==> src/rtl/mips_prog_loader.sv <==
// Host-side program loader for the single-clock mips core: streams an image into
// core memory, runs the core until HLT (or timeout), then dumps R0..R(NUM_DUMP-1).
module mips_prog_loader #(
    parameter int AW          = 10,
    parameter int NUM_DUMP    = 8,
    parameter int RUN_TIMEOUT = 1024
) (
    input  logic          clk,
    input  logic          rst_n,
    input  logic          in_valid,
    output logic          in_ready,
    input  logic [31:0]   in_data,
    output logic          mem_we,
    output logic [AW-1:0] mem_addr,
    output logic [31:0]   mem_wdata,
    output logic          cpu_run,
    input  logic          cpu_halted,
    output logic [4:0]    reg_raddr,
    input  logic [31:0]   reg_rdata,
    output logic          out_valid,
    input  logic          out_ready,
    output logic [31:0]   out_data,
    output logic          busy,
    output logic          err
);

    typedef enum logic [2:0] {
        S_IDLE,
        S_LOAD,
        S_RUN,
        S_DUMP_RD,
        S_DUMP_OUT
    } state_t;

    localparam int            TW         = (RUN_TIMEOUT > 1) ? $clog2(RUN_TIMEOUT + 1) : 1;
    localparam logic [TW-1:0] TIMER_LAST = TW'((RUN_TIMEOUT > 0) ? RUN_TIMEOUT - 1 : 0);
    localparam logic [4:0]    IDX_LAST   = 5'(NUM_DUMP - 1);
    localparam logic [32:0]   MAX_N      = 33'(1) << AW;

    state_t        state_reg;
    logic [AW:0]   addr_reg;
    logic [AW:0]   count_reg;
    logic [TW-1:0] timer_reg;
    logic [4:0]    idx_reg;

    always_ff @(posedge clk or negedge rst_n) begin
        if (!rst_n) begin
            state_reg <= S_IDLE;
            addr_reg  <= '0;
            count_reg <= '0;
            timer_reg <= '0;
            idx_reg   <= '0;
            in_ready  <= 1'b1;
            mem_we    <= 1'b0;
            mem_addr  <= '0;
            mem_wdata <= '0;
            cpu_run   <= 1'b0;
            reg_raddr <= '0;
            out_valid <= 1'b0;
            out_data  <= '0;
            busy      <= 1'b0;
            err       <= 1'b0;
        end else begin
            mem_we <= 1'b0;
            case (state_reg)
                S_IDLE: begin
                    if (in_valid && in_ready) begin
                        err <= 1'b0;
                        // Count is judged on the full 32-bit word so huge values never alias.
                        if (in_data == 32'd0 || {1'b0, in_data} > MAX_N) begin
                            err <= 1'b1;
                        end else begin
                            count_reg <= in_data[AW:0];
                            addr_reg  <= '0;
                            busy      <= 1'b1;
                            state_reg <= S_LOAD;
                        end
                    end
                end

                S_LOAD: begin
                    if (in_valid && in_ready) begin
                        mem_we    <= 1'b1;
                        mem_addr  <= addr_reg[AW-1:0];
                        mem_wdata <= in_data;
                        addr_reg  <= addr_reg + 1'b1;
                        if (addr_reg + 1'b1 == count_reg) begin
                            in_ready  <= 1'b0;
                            timer_reg <= '0;
                            state_reg <= S_RUN;
                        end
                    end
                end

                S_RUN: begin
                    // First RUN cycle overlaps the final memory write; release the core after it.
                    if (!cpu_run) begin
                        cpu_run <= 1'b1;
                    end else if (cpu_halted) begin
                        cpu_run   <= 1'b0;
                        idx_reg   <= '0;
                        reg_raddr <= '0;
                        state_reg <= S_DUMP_RD;
                    end else if (RUN_TIMEOUT != 0 && timer_reg == TIMER_LAST) begin
                        err       <= 1'b1;
                        cpu_run   <= 1'b0;
                        idx_reg   <= '0;
                        reg_raddr <= '0;
                        state_reg <= S_DUMP_RD;
                    end else begin
                        timer_reg <= timer_reg + 1'b1;
                    end
                end

                S_DUMP_RD: begin
                    out_data  <= reg_rdata;
                    out_valid <= 1'b1;
                    state_reg <= S_DUMP_OUT;
                end

                S_DUMP_OUT: begin
                    if (out_ready) begin
                        out_valid <= 1'b0;
                        if (idx_reg == IDX_LAST) begin
                            busy      <= 1'b0;
                            in_ready  <= 1'b1;
                            state_reg <= S_IDLE;
                        end else begin
                            idx_reg   <= idx_reg + 1'b1;
                            reg_raddr <= idx_reg + 1'b1;
                            state_reg <= S_DUMP_RD;
                        end
                    end
                end

                default: state_reg <= S_IDLE;
            endcase
        end
    end

endmodule

==> config.mk <==
export PLATFORM = sky130hd
export DESIGN_NAME = mips_prog_loader
export DESIGN_NICKNAME = d
export VERILOG_FILES = /design/src/rtl/mips_prog_loader.sv
export SDC_FILE = /design/constraint.sdc
export NUM_CORES = 1
export LEC_CHECK = 0
export BUFFER_PORTS_ARGS = -buffer_cell sky130_fd_sc_hd__buf_2
export CORE_UTILIZATION = 50
export CTS_BUF_LIST = sky130_fd_sc_hd__clkbuf_8
export CTS_CLUSTER_SIZE = 30
export DETAILED_ROUTE_END_ITERATION = 10
export PLACE_DENSITY = 0.84
export SETUP_SLACK_MARGIN = 0.15
export SLEW_MARGIN = 20
export SYNTH_ARGS = -nofsm -noshare
export SYNTH_HDL_FRONTEND = slang
export SYNTH_SLANG_ARGS = --single-unit
==> constraint.sdc <==
create_clock -name clk -period 4 [get_ports clk]
set_clock_uncertainty 0.15 [all_clocks]
set_input_delay 0 -clock clk [delete_from_list [all_inputs] [get_ports clk]]
set_output_delay 0 -clock clk [all_outputs]
set_load 0.02 [all_outputs]
# == After elaboration in Yosys (flattened, before gate mapping) ==
# Cells that the tools add are included.
# totals
ff_bits,121
input_bits,69
# classes
magnitude_cmp,1
n_mux,49
n_reduce_logical,21
n_bitwise,1
addsub,3
n_eq_ne,19
# ops
operator,n
11-bit two-way mux,8
11-bit one-hot mux with 2 select lines,2
"32-bit by 11-bit greater-than comparator with 1-bit output, second input constant",1
32-bit zero test,1
5-bit two-way mux,5
3-bit two-way mux,8
"11-bit by 1-bit adder with 11-bit output, second input constant",2
"2-bit inequality test, second input constant",11
5-bit AND reduction,4
1-bit two-way mux,19
3-bit one-hot mux with 5 select lines,1
2-bit nonzero test,7
"11-bit by 10-bit equality test with 1-bit output, second input constant",1
11-bit equality test,1
5-bit one-hot mux with 2 select lines,1
1-bit one-hot mux with 2 select lines,4
7-bit AND reduction,1
"3-bit by 2-bit equality test with 1-bit output, second input constant",2
6-bit AND reduction,1
"5-bit by 1-bit adder with 5-bit output, second input constant",1
"5-bit by 3-bit equality test with 1-bit output, second input constant",1
2-bit AND reduction,2
4-bit AND reduction,1
"3-bit by 1-bit equality test with 1-bit output, second input constant",1
8 further kinds,8

# == Longest topological paths before layout ==
# Gate-level depths: netlist of the first run.
# logic_depth
depth_word,5
ltp_mapped,9
ltp_nobuf,7

# == Least setup slack after synthesis of the first run ==
# Ideal clock, no wire load.
# synth_timing
path_kind,reg-to-reg
start,reg addr_reg[0]
end,reg timer_reg[4]
required_ns,3.721
synth_period_minus_slack_ns,2.416
arrival_ns,2.137
path_slack_ns,1.584
path_stages_with_launch,10
setup_ns,0.129
path_cell_list,dfrtp_1 > ha_1 > clkbuf_1 > nand3_1 > or3_1 > o21ai_0 > a211o_1 > and4_1 > buf_2 > o21ai_0
# synth_between
elab_chain_cells,4
# synth_rtl
item,line_no,source
start: declaration,41,logic [AW:0] addr_reg;
start signal: assignment,86,addr_reg <= addr_reg + 1'b1;
11-bit by 1-bit adder with 11-bit output,87,if (addr_reg + 1'b1 == count_reg) begin
11-bit equality test,87,
2-bit inequality test (no line),--,
6-bit AND reduction (no line),--,
end signal: assignment,111,timer_reg <= timer_reg + 1'b1;
end: declaration,43,logic [TW-1:0] timer_reg;
# No other way between the ends.
# A chain may end at the register's enable or synchronous reset.

# == Worst setup path after layout of the first run ==
# layout_timing
start,in in_data[7]
end,reg count_reg[2]
# layout_between
elab_chain_cells,4
elab_cells_between_ends,5
classes_between,order compare: 1; bitwise: 1; reduce/logical: 3
# layout_rtl
item,line_no,source
start: declaration,12,"input logic [31:0] in_data,"
32-bit by 11-bit greater-than comparator with 1-bit output / 32-bit zero test (equally long branches),70,"if (in_data == 32'd0 || {1'b0, in_data} > MAX_N) begin"
1-bit logical OR *,70,
1-bit inverter (no line) *,--,
3-bit AND reduction (no line) *,--,
end signal: assignment,73,count_reg <= in_data[AW:0];
end: declaration,42,logic [AW:0] count_reg;
# Every way passes the cells marked *; elsewhere a longest branch is shown, timed or not.

==> flow_summary.yaml, run 1 <==
synthesis:
  synth-edff-count: 0
  synthFlopType: "dfrtp_1"
  yosys.area.top_type_share_pct: 55.1
  yosysWarnings: 0
  synth_seq_cells: 121
  syn_nets: 612
  synth_cells: 540
  synthTopCellsByArea: "dfrtp_1 55%, nand2_1 10%, mux2_2 7.2%"
  avgSynthCellArea_um2: 10.1
  synth_area_mm2: 0.00545
  ys_types: 56
  synth.largest_area_cell: "dfrtp_1"
  synthArstFlopShare_pct: 100
  synth-seq-area-share_pct: 55.6
critical_path:
  crit_required_ns: 4.17
  worstSetupPathType: "primary input to flop"
  critical_path.slowest_cell: "or4_1"
  path_max_fanout: 12
  arrival_ns: 2.95
  crit_chain: "dlygate4sd3_1 > buf_2 > or4_1 > o31a_1 > nor4_2 > nand3_2 > mux2_4"
  slowest_delay_ns: 0.56
  start_kind: "primary input"
  end_kind: "flop"
  cp_top_family: "simple AND/OR/NAND/NOR gates"
  critPathBufInv: 2
die:
  die_w_um: 106
  core_area_mm2: 0.0105
  io_pins: 154
  num_rows: 37
  die_h_um: 106
  start_util_pct: 52.1
  dieArea_mm2: 0.0113
placement:
  place_hpwl_mm: 9.52
  post-place-cells: 804
  portBuffers: 153
  routabilityCongestion: 0.861
  postPlaceCellArea_mm2: 0.00629
job:
  max_cap_violations: 0
power_and_ir_drop:
  ir_worst_vdd_mv: 0.293
  p_leak_nw: 3.76
  power_density_mw_per_mm2: 403
route:
  ant_nets: 0
  first_pass_iters: 5
  drt_wl_total_mm: 15.8
  post_drt_wl_per_cell_um: 17.4
  drt_iter0_drc: 361
  drc: 0
  drt-vias-per-instance: 5.53
  via_count: 5014
finish:
  fin_area_mm2: 0.00741
  layout_commonest_cell: "buf_2"
  layout.cells.non_filler: 906
  largestRegisters: "mem_wdata: 32 flops, out_data: 32 flops"
  utilization_pct: 70.8
  nets: 828
  syn_to_final_growth_pct: 35.9
  layout_common_cells: "152 x buf_2, 149 x nand2_1, 120 x dfrtp_1, 68 x dlygate4sd3_1, 35 x mux2_2"
  fill_cells: 735
  layout-drive-gt1-share_pct: 31.9
timing:
  grt_setup_unrepaired: "no"
  hold_violations: 0
  hold_slack_ns: 0.0844
  slew_headroom_pct: 38.5
  period_minus_slack_ns: 2.78
  finalSetupViolations: 0
  finalCritPeriodShare_pct: 69.5
  setup_tns_ns: 0
  max_clock_freq_mhz: 360
  report.final.slew_viol_count: 0
  tightest_slew_ns: 0.922
clock_tree:
  cts-root-buf: "clkbuf_8"
  numCtsBuffers: 17
  clock_latency_ns: 0.44
  clk_path_buf_depth: 2
  cts_tree: "built"
  clk_pin_slew_ns: 0.07
  cts_max_level: 4
  cts.sinks: 121
global_route:
  antenna_found_initial: 1
  gr-total-overflow: 0
  grt_max_degree: 56
  grt_pass1_vias: 5101
  grt_first_pass_wirelength_mm: 24.9
  grt_use_total_pct: 28.9
worst_hold_path:
  min_path_type: "primary input to flop"
status:
  status: "complete, no violations"
## synthesized netlist by cell type, drive strengths merged (2+ instances only)
library cell and instances:
a21o 2, a21oi 18, a22oi 2, a31oi 9, and3 4, and4 4
buf 11, clkbuf 18, dfrtp 120, ha 3, inv 4, mux2 44
nand2 150, nand3 13, nand4 6, nor2 25, nor2b 3, nor3 14
nor4 11, o21a 4, o21ai 32, o31a 2, o31ai 2, or2 2
or4 2, xnor2 11, xor2 5
## per-stage QoR
stage	setup WS, ns	power (mW)
3_3_place_gp	1.44	1.79
5_1_grt	1.03	3.08
4_1_cts	1.30	2.97
2_1_floorplan	1.58	1.61
6_report	1.22	2.99
3_5_place_dp	1.30	1.80
## cell families (layout without fill, tap and decap cells)
logic type,count (synthesis),count (layout),share of synthesized area [%]
muxes,44,44,9.71
adders and majority gates,3,3,0.689
other,0,1,0
AOI/OAI and AO/OA,81,81,8.88
and+or+nand+nor,242,242,19.8
xor gates and xnor gates,16,16,2.57
buffers and inverters,33,262,2.82
DFF,121,121,55.6
## where the power goes
part | total, mW | internal, mW | switching, mW
Combinational | 0.476 | 0.208 | 0.268
Clock | 1.14 | 0.610 | 0.528
Sequential | 1.38 | 1.31 | 0.0636
## layout make-up
class,instances,area (um^2),share of cell area [%]
Antenna cell,1,2.50,0.0338
Sequential cell,121,3030,40.9
Clock inverter,12,139,1.88
Inverter,4,15.0,0.203
Timing Repair Buffer,226,1500,20.2
Multi-Input combinational cell,386,2280,30.7
Tap cell,136,170,2.30
Clock buffer,20,275,3.72
## tightest hold or removal path, cell delays in order
cell	delay, ns
buf_2	0.13
nand2_1	0.11
nor3_1	0.07
o21a_1	0.16
a21oi_1	0.15
## routing by layer
layer	part of all wire (%)	vias to the layer above	wire length [um]	global-route usage [%]
met1	39	2414	6160	35.0
met2	51	247	8000	48.4
met3	6.4	53	1000	6.07
met5	0	-	0	0
li1	-	2300	-	-
met4	3.9	0	607	15.4
## what timing repair did
item	4_1_cts	5_1_grt
resized for setup	0	0
hold endpoints to repair	166	0
hold buffers	69	0
endpoints found under the setup margin	0	0
buffers inserted	0	0
## path summary, 6_finish.rpt
check	depth (start not counted)	slack, ns	startpoint	endpoint
max in group asynchronous	4	2.57	rst_n	out_data[19]
worst max-delay path	7	1.22	in_data[7]	count_reg[2]
worst max register to register	7	1.24	addr_reg[0]	timer_reg[2]
worst min register to register	2	0.32	mem_wdata[5]	mem_wdata[5]
worst min-delay path	5	0.08	in_valid	addr_reg[0]
min in group asynchronous	3	0.52	rst_n	in_ready
Power figures use the tool's default switching activity.
==> run 2: changes to the inputs <==
--- a/config.mk
+++ b/config.mk
@@ -6,11 +6,11 @@
 export NUM_CORES = 1
 export LEC_CHECK = 0
 export BUFFER_PORTS_ARGS = -buffer_cell sky130_fd_sc_hd__buf_2
-export CORE_UTILIZATION = 50
+export CORE_UTILIZATION = 49
 export CTS_BUF_LIST = sky130_fd_sc_hd__clkbuf_8
 export CTS_CLUSTER_SIZE = 30
 export DETAILED_ROUTE_END_ITERATION = 10
-export PLACE_DENSITY = 0.84
+export PLACE_DENSITY = 0.86
 export SETUP_SLACK_MARGIN = 0.15
 export SLEW_MARGIN = 20
 export SYNTH_ARGS = -nofsm -noshare
==> constraint.sdc (replaced) <==
create_clock -name clk -period 2.52 [get_ports clk]
set_clock_uncertainty 0.15 [all_clocks]
set_input_delay 0 -clock clk [delete_from_list [all_inputs] [get_ports clk]]
set_output_delay 0 -clock clk [all_outputs]
set_load 0.02 [all_outputs]
==> run 2 against run 1 <==
Net effect: flip-flop and latch count unchanged; worst setup slack worse by 0.99 ns; largest power group unchanged; critical path depth up 1; clock power up 40%; die area up 2.0%.
==> flow_summary.yaml, run 2 (same netlist as run 1, synthesis figures left out) <==
status:
  status: "complete, no violations"
route:
  post_drt_wl_per_cell_um: 16.4
  drc: 0
  drt_iter0_drc: 307
  first_pass_iters: 5
  drt-vias-per-instance: 5.43
  ant_nets: 0
  via_count: 5040
  drt_wl_total_mm: 15.3
die:
  die_w_um: 107
  die_h_um: 107
  core_area_mm2: 0.0108
  io_pins: 154
  dieArea_mm2: 0.0116
  start_util_pct: 50.3
  num_rows: 38
placement:
  place_hpwl_mm: 9.45
  portBuffers: 153
  routabilityCongestion: 0.898
clock_tree:
  cts_max_level: 4
  clk_path_buf_depth: 2
  cts_tree: "built"
  clk_pin_slew_ns: 0.07
  clock_latency_ns: 0.42
  cts-root-buf: "clkbuf_8"
  numCtsBuffers: 17
  cts.sinks: 121
  cts_setup_buffers: 0
critical_path:
  path_max_fanout: 13
  crit_end: "state_reg[1]"
  end_kind: "flop"
  start_kind: "flop"
  cp-startpoint: "addr_reg[3]"
  r2r-end: "state_reg[1]"
  crit_required_ns: 2.67
  arrival_ns: 2.44
  worstSetupPathType: "flop to flop"
  r2r-start: "addr_reg[3]"
  rr_worst_depth: 8
  rrSetupSlack_ns: 0.23
timing:
  period_minus_slack_ns: 2.29
  max_clock_freq_mhz: 436
  setup_tns_ns: 0
  finalSetupViolations: 0
  slew_headroom_pct: 47.9
  tightest_slew_ns: 0.781
  finalCritPeriodShare_pct: 91.0
  grt_setup_unrepaired: "yes"
  hold_violations: 0
  report.final.slew_viol_count: 0
finish:
  layout-drive-gt1-share_pct: 34.6
  layout_common_cells: "152 x buf_2, 150 x nand2_1, 120 x dfrtp_1, 68 x dlygate4sd3_1, 35 x mux2_2"
  fill_cells: 742
  largestRegisters: "mem_wdata: 32 flops, out_data: 32 flops"
  nets: 850
  layout_commonest_cell: "buf_2"
  diodes: 0
  syn_to_final_growth_pct: 39.7
global_route:
  grt_pass1_vias: 4978
  gr-total-overflow: 0
  grt_max_degree: 60
  grt_use_total_pct: 27.4
  grt_first_pass_wirelength_mm: 23.9
  antenna_found_initial: 0
power_and_ir_drop:
  ir_worst_vdd_mv: 0.320
  p_leak_nw: 3.88
  power_density_mw_per_mm2: 593
  power_mw: 4.51
job:
  max_cap_violations: 0
worst_hold_path:
  min_path_type: "primary input to async pin"
run 2: worst max-delay path, cell delays in order, from the launching register on:
cell	delay, ns
dfrtp_1	0.38
buf_4	0.15
and4_1	0.30
and3_1	0.28
a21oi_1	0.06
a211o_1	0.29
and4_4	0.19
buf_12	0.13
o31a_1	0.23
run 2: per-layer routing:
metal,GRT usage (%),vias up,wire length [um],part of all wire [%]
met5,0,-,0,0
met3,6.54,43,854,5.6
li1,-,2335,-,-
met4,14.1,0,498,3.3
met1,32.3,2443,6050,40
met2,46.5,219,7880,52
run 2: timing repair:
action                     4_1_cts  5_1_grt
hold buffers                    68        0
gates resized for setup          1       18
setup endpoints to repair        4       44
hold endpoints to repair       151        0
cloned                           0        0
pin swaps                        0        2
run 2: area by class of cell:
type | count | area (um^2) | area share (%)
flip-flops and latches | 121 | 3030 | 39.8
multi-input cells | 386 | 2350 | 30.9
repair buffers | 248 | 1680 | 22.1
clock buffers | 18 | 248 | 3.25
well taps | 140 | 175 | 2.30
clock inverters | 12 | 114 | 1.50
inverters | 4 | 16.3 | 0.214
run 2: metrics by stage:
step	util (%)	hold WS, ns	setup WS, ns	instance area (um^2)	std cells
after global routing	70.2	0.116	0.138	7610	929
after global placement	59.9	-0.0379	0.233	6490	831
after CTS	69.5	0.0599	0.182	7540	929
final	70.2	0.0550	0.227	7610	929
after detailed placement	59.9	-0.0264	0.129	6490	831
after floorplan	-	-0.446	0.190	5450	540
run 2: how the worst min path moves through the flow:
stage	start	end	slack, ns
final	rst_n	timer_reg[2]	0.05
after global routing	rst_n	timer_reg[0]	0.12
after CTS	rst_n	timer_reg[0]	0.06
after detailed placement	rst_n	timer_reg[1]	-0.03
after global placement	rst_n	timer_reg[0]	-0.04
after floorplan	rst_n	addr_reg[0]	-0.45
run 2: where the power goes:
part	leakage, nW	switching [mW]	internal (mW)
combinational	2.09	0.405	0.329
clock	0.195	0.724	0.874
sequential	1.60	0.0981	2.08
total	3.88	1.23	3.29
